[config.mk]
export PLATFORM = sky130hd
export DESIGN_NAME = ncl_mult_seq
export DESIGN_NICKNAME = d
export VERILOG_FILES = /design/src/rtl/ncl_mult_seq.sv
export SDC_FILE = /design/constraint.sdc
export NUM_CORES = 1
export LEC_CHECK = 0
export CORE_MARGIN = 2
export CORE_UTILIZATION = 40
export CTS_BUF_LIST = sky130_fd_sc_hd__clkbuf_2
export CTS_CLUSTER_SIZE = 10
export DETAILED_ROUTE_END_ITERATION = 7
export PLACE_DENSITY_LB_ADDON = 0.1
export SLEW_MARGIN = 10
export SYNTH_ARGS = -nofsm -noshare
export SYNTH_HDL_FRONTEND = slang
export SYNTH_SLANG_ARGS = --single-unit
[constraint.sdc]
create_clock -name clk -period 2.7 [get_ports clk]
set_clock_uncertainty 0.15 [all_clocks]
set_input_delay 0.54 -clock clk [delete_from_list [all_inputs] [get_ports clk]]
set_output_delay 0.54 -clock clk [all_outputs]
set_load 0.05 [all_outputs]
[src/rtl/ncl_mult_seq.sv]
// ncl_mult_seq: dual-rail NCL shift-add multiplier, one multiplier bit per clock,
// with a four-phase Ki/Ko DATA/NULL handshake and a registered dual-rail product.
module ncl_mult_seq #(
    parameter int WA     = 3,
    parameter int WB     = 3,
    parameter int SIGNED = 0
) (
    input  logic            clk,
    input  logic            rst,
    input  logic [WA-1:0]   a_rail1,
    input  logic [WA-1:0]   a_rail0,
    input  logic [WB-1:0]   b_rail1,
    input  logic [WB-1:0]   b_rail0,
    input  logic            Ki,
    output logic [WA+WB-1:0] p_rail1,
    output logic [WA+WB-1:0] p_rail0,
    output logic            Ko,
    output logic            busy,
    output logic            err
);
    localparam int W  = WA + WB;
    localparam int CW = $clog2(WB);
    typedef enum logic [1:0] {IDLE, MUL, DONE} state_t;
    state_t state, state_nx;
    logic [WA-1:0] a_q, a_nx;
    logic [WB-1:0] b_q, b_nx;
    logic [W-1:0]  acc, acc_nx, p1_nx, p0_nx, a_ext, term, sum;
    logic [CW-1:0] cnt, cnt_nx;
    logic          ko_nx, busy_nx, err_nx, illegal, all_data, all_null, last;
    assign illegal  = |(a_rail1 & a_rail0) | |(b_rail1 & b_rail0);
    assign all_data = &(a_rail1 ^ a_rail0) & &(b_rail1 ^ b_rail0);
    assign all_null = ~|(a_rail1 | a_rail0) & ~|(b_rail1 | b_rail0);
    assign a_ext    = {{WB{(SIGNED != 0) && a_q[WA-1]}}, a_q};
    assign term     = a_ext << cnt;
    assign last     = cnt == CW'(WB - 1);
    // The MSB of a two's-complement multiplier carries negative weight.
    assign sum      = !b_q[cnt] ? acc : ((SIGNED != 0) && last) ? acc - term : acc + term;
    always_comb begin
        state_nx = state;
        a_nx     = a_q;
        b_nx     = b_q;
        acc_nx   = acc;
        cnt_nx   = cnt;
        p1_nx    = p_rail1;
        p0_nx    = p_rail0;
        ko_nx    = Ko;
        busy_nx  = busy;
        err_nx   = err;
        case (state)
            IDLE: begin
                if (illegal) begin
                    err_nx = 1'b1;
                end else if (all_data && Ki) begin
                    a_nx     = a_rail1;
                    b_nx     = b_rail1;
                    acc_nx   = '0;
                    cnt_nx   = '0;
                    ko_nx    = 1'b0;
                    busy_nx  = 1'b1;
                    state_nx = MUL;
                end
            end
            MUL: begin
                acc_nx = sum;
                cnt_nx = cnt + 1'b1;
                if (last) begin
                    p1_nx    = sum;
                    p0_nx    = ~sum;
                    busy_nx  = 1'b0;
                    state_nx = DONE;
                end
            end
            DONE: begin
                if (!Ki && all_null) begin
                    p1_nx    = '0;
                    p0_nx    = '0;
                    ko_nx    = 1'b1;
                    state_nx = IDLE;
                end
            end
            default: state_nx = IDLE;
        endcase
    end
    always_ff @(posedge clk) begin
        if (rst) begin
            state   <= IDLE;
            a_q     <= '0;
            b_q     <= '0;
            acc     <= '0;
            cnt     <= '0;
            p_rail1 <= '0;
            p_rail0 <= '0;
            Ko      <= 1'b1;
            busy    <= 1'b0;
            err     <= 1'b0;
        end else begin
            state   <= state_nx;
            a_q     <= a_nx;
            b_q     <= b_nx;
            acc     <= acc_nx;
            cnt     <= cnt_nx;
            p_rail1 <= p1_nx;
            p_rail0 <= p0_nx;
            Ko      <= ko_nx;
            busy    <= busy_nx;
            err     <= err_nx;
        end
    end
endmodule

Word-level counts from Yosys, hierarchy flattened --
Cells that the tools add are included.
Operators by class: $add $sub $neg 2, $lt $le $gt $ge 1, eq/ne operators 7, shift operators 1, mux-type cells 27, bitwise logic cells 11, reductions and logical operators 22
Operators by type and width (count):
- 6-bit two-way mux | 6
- 6-bit case mux with 2 select lines | 3
- 3-bit AND reduction | 5
- 2-bit two-way mux | 6
- 4-bit AND reduction | 3
- 3-bit OR reduction | 4
- 2-bit != test, second input constant | 4
- 1-bit two-way mux | 7
- 6-bit adder | 1
- 3-bit AND | 2
- 6-bit inverter | 1
- 3-bit OR | 2
- 2-bit case mux with 3 select lines | 1
- 2-bit nonzero test | 3
- 3-bit by 2-bit << shifter with 6-bit output | 1
- 3-bit XOR | 2
- 2-bit equality test, second input constant | 2
- 1-bit case mux with 2 select lines | 2
- 2-bit case mux with 2 select lines | 1
- 1-bit zero test | 3
- 2-bit by 3-bit < comparator with 1-bit output, second input constant | 1
- 2-bit by 1-bit adder with 2-bit output, second input constant | 1
- 1-bit AND | 2
- 1-bit binary-select mux with 2-bit select | 1
- other kinds (6) | 7
Word-level totals: bits in registers 31, output and inout port bits 15

Longest topological paths before layout --
depth after elaboration 7, mapped depth 10, mapped depth without buffers 9

Worst setup path before layout --
Ideal clock, no wire load.
path type reg2reg, start register cnt[0], end register p_rail1[4], setup time 0.128 ns, arrival time 2.109 ns, data required time 2.422 ns, path slack 0.313 ns, stages on the path, launching flop included 11, period minus slack after synthesis 2.387 ns, path through dfxtp_1 -> buf_2 -> mux2_2 -> nand2_1 -> o21ai_0 -> ha_1 -> a21o_1 -> a31oi_1 -> xnor2_1 -> a211o_1 -> a21boi_0
Between the ends: longest elaborated chain between the ends 5, elaborated cells on any way between the ends 10
RTL lines:
- start, declared | line 28 | logic [CW-1:0] cnt, cnt_nx;
- start signal, assigned | line 101 | cnt <= cnt_nx;
- 3-bit by 2-bit << shifter with 6-bit output or 1-bit binary-select mux with 2-bit select (tied branches) | line 34, 37
- 6-bit adder or 1-bit two-way mux (tied branches) | line 37 | assign sum = !b_q[cnt] ? acc : ((SIGNED != 0) && last) ? acc - term : acc + term;
- 6-bit two-way mux | line 37
- 6-bit two-way mux | line 66 | if (last) begin
- 6-bit case mux with 2 select lines | line 49 | case (state)
- end signal, assigned | line 102 | p_rail1 <= p1_nx;
- end, declared | line 15 | output logic [WA+WB-1:0] p_rail1,
Parallel ways exist; a longest one is shown, timed or not. The select of a mux whose other input is x is not followed. A chain may end at the register's enable or synchronous reset.

Worst setup path in the final report --
Ends and elaborated chain as after synthesis.

==> run summary <==
Port Buffers: 29
class of the worst hold path: reg -> reg
Crit. End Element: flip-flop
Peak VDD IR: 0.1678 mV
full die area: 5020 µm²
max-slew violation count: 0
Detailed Routing Iterations Pass 1: 4
top post-synthesis cells by area: dfxtp_1 35%, ha_1 13%, a21oi_1 5.0%
DP HPWL: 3107 µm
Worst-Margin Slew: 0.5315 ns
status: finished clean
Hold Startpoint: b_q[2]
fraction of registers with async set/reset: 0%
number of synthesized flops with an enable pin: 0
r2r startpoint: cnt[0]
CTS clk-pin slew, worst paths: 0.16 ns
total CTS buffers: 5
Pwr per Cell Area: 339.3 nW/µm²
CTS tree: built
Total GRT Usage: 17.16%
Final Hold Vio Count: 0
Post-DP Area: 2248 µm²
Mapped Avg Cell Area: 8.638 µm²
Startpoint Class: flip-flop
Ys Warns: 0
share of cells above drive strength 1: 12.89%
Starting Density: 41.35%
sequential cell area: 620.6 µm²
core area: 4324 µm²
multi-input logic area: 1074 µm²
total routed wirelength: 3957 µm
Final min period: 2.407 ns
# setup viols final: 0
CTS root buffer: clkbuf_2
Post CTS Setup Buffer Count: 0
Die W: 70.86 µm
die height: 70.86 µm
WS Path Type: reg -> reg
synthesized area: 1788 µm²
layout net count: 289
Req. time, crit path: 2.81 ns
drt drc: 0
number of global-route vias before repair: 1518
worst-skew pair later-pin latency: 0.36 ns
Yosys reg bits: 31
Yosys top cell by area: dfxtp_1
clk sinks: 31
Distinct cells, synth: 42
vias per cell: 5.107
IO Pins: 30
remaining global-route overflow: 0
Layout fillers: 446
Synth Instances: 207
Max clock buf depth: 2
worst setup path start: cnt[0]
hold_buf cts: 0
max_slew headroom: 64.46%
GPL Wtd Cong: 0.8125
Max FO, Critical Path: 4
# diodes: 0
CP arrival: 2.51 ns
initial antenna violation count: 0
Pleak: 0.9730 nW
post-synthesis net count: 241
Yosys top cell area share: 34.71%
post-layout util: 52.92%
vias: 1573
largest net degree at the start of global routing: 14
Post-DRT Antenna Nets: 0
register area share after synthesis: 34.71%
period utilisation layout: 89.13%
CTS H-tree depth: 2
RSZ-0062 raised after global routing: false
Layout area overhead: 27.99%
post_cts resized: 0
cell area after layout: 2288 µm²
site row count: 24
DRT iter0 DRCs: 56
Primary FF master, synth: dfxtp_1
MaxCap Viol Count: 0
DR WL/cell: 12.85 µm
global-route wire length before repair: 6810 µm
f_max: 415.5 MHz
==> path summary, 6_finish.rpt <==
check | slack, ns | end | depth (start not counted)
worst max register to register | 0.29 | p_rail1[4] | 9
worst max-delay path | 0.29 | p_rail1[4] | 9
worst min-delay path | 0.31 | b_q[2] | 2
worst min register to register | 0.31 | b_q[2] | 2
==> power by group <==
part / internal (mW) / total [mW] / switching [mW]
clock: 0.0708 / 0.231 / 0.160
sequential: 0.459 / 0.460 / 0.000759
combinational: 0.0455 / 0.0853 / 0.0398
==> flip-flops by register name (all words and copies together) (netlist names) <==
signal   count
Ko           1
a_q          3
acc          6
b_q          3
busy         1
cnt          2
err          1
p_rail0      6
p_rail1      6
state        2
==> logic make-up after synthesis <==
| group | after synthesis | synth area share, % |
|---|---|---|
| xor+xnor | 5 | 2.450 |
| fa+ha+maj | 19 | 13.72 |
| mux | 8 | 5.248 |
| compound gates | 44 | 15.89 |
| buf+inv | 22 | 5.248 |
| flops | 31 | 34.71 |
| simple gates | 78 | 22.74 |
==> cell usage in the layout (no fill, tap or decap), drive strengths merged, types with 4 or more instances in the layout <==
master         Yosys  routed
dfxtp             31      31
inv               15      15
nor2              19      19
nand2b             5       5
clkdlybuf4s50      0      29
mux2i              7       7
a21oi             18      18
a22oi              4       4
a31oi              4       4
ha                18      18
o21ai              4       4
buf                4      19
nor2b              6       6
nand3              6       6
nand2             24      24
clkbuf             3       7
==> cell usage after synthesis, types with 4 or more instances <==
| master | count |
|---|---|
| dfxtp_1 | 31 |
| nand2_1 | 24 |
| nor2_1 | 19 |
| a21oi_1 | 18 |
| ha_1 | 18 |
| inv_1 | 15 |
| mux2i_1 | 6 |
| nand3_1 | 6 |
| nor2b_1 | 6 |
| nand2b_1 | 5 |
| a22oi_1 | 4 |
| a31oi_1 | 4 |
| o21ai_0 | 4 |
==> critical path: stages (launching register included) <==
cell and delay (ns):
dfxtp_1 0.37, mux2_2 0.34, nand2_1 0.06, o21ai_0 0.10, ha_1 0.35, a21o_1 0.21, a31oi_1 0.18, xnor2_1 0.12
a211o_1 0.32, a21boi_0 0.13
==> metal layers <==
layer	up-vias	wire, µm	track usage, %
met5	-	0	0
met4	0	63	6.289
met3	4	118	3.846
met1	721	1850	20.65
li1	817	-	-
met2	31	1924	29.91
==> final cells by class <==
cell class	count	share of cell area [%]
Tap cell	52	2.843
Multi-Input combinational cell	154	46.91
Clock buffer	7	1.531
Clock inverter	1	0.2187
Sequential cell	31	27.12
Timing Repair Buffer	48	18.92
Inverter	15	2.460
==> metrics by stage <==
| step | hold slack (ns) | power [mW] | cells | setup WS, ns | TNS (ns) |
|---|---|---|---|---|---|
| 3_5_place_dp | 0.2965 | 0.5566 | 300 | -0.06172 | -0.2248 |
| 2_1_floorplan | 0.2812 | 0.5056 | 207 | 0.3131 | 0 |
| 6_report | 0.3136 | 0.7765 | 308 | 0.2934 | 0 |
| 3_3_place_gp | 0.2941 | 0.5567 | 300 | -0.04791 | -0.1358 |
| 4_1_cts | 0.3153 | 0.7870 | 308 | 0.2671 | 0 |
| 5_1_grt | 0.3343 | 0.8182 | 308 | 0.1126 | 0 |
(Power assumes the default switching activity.)
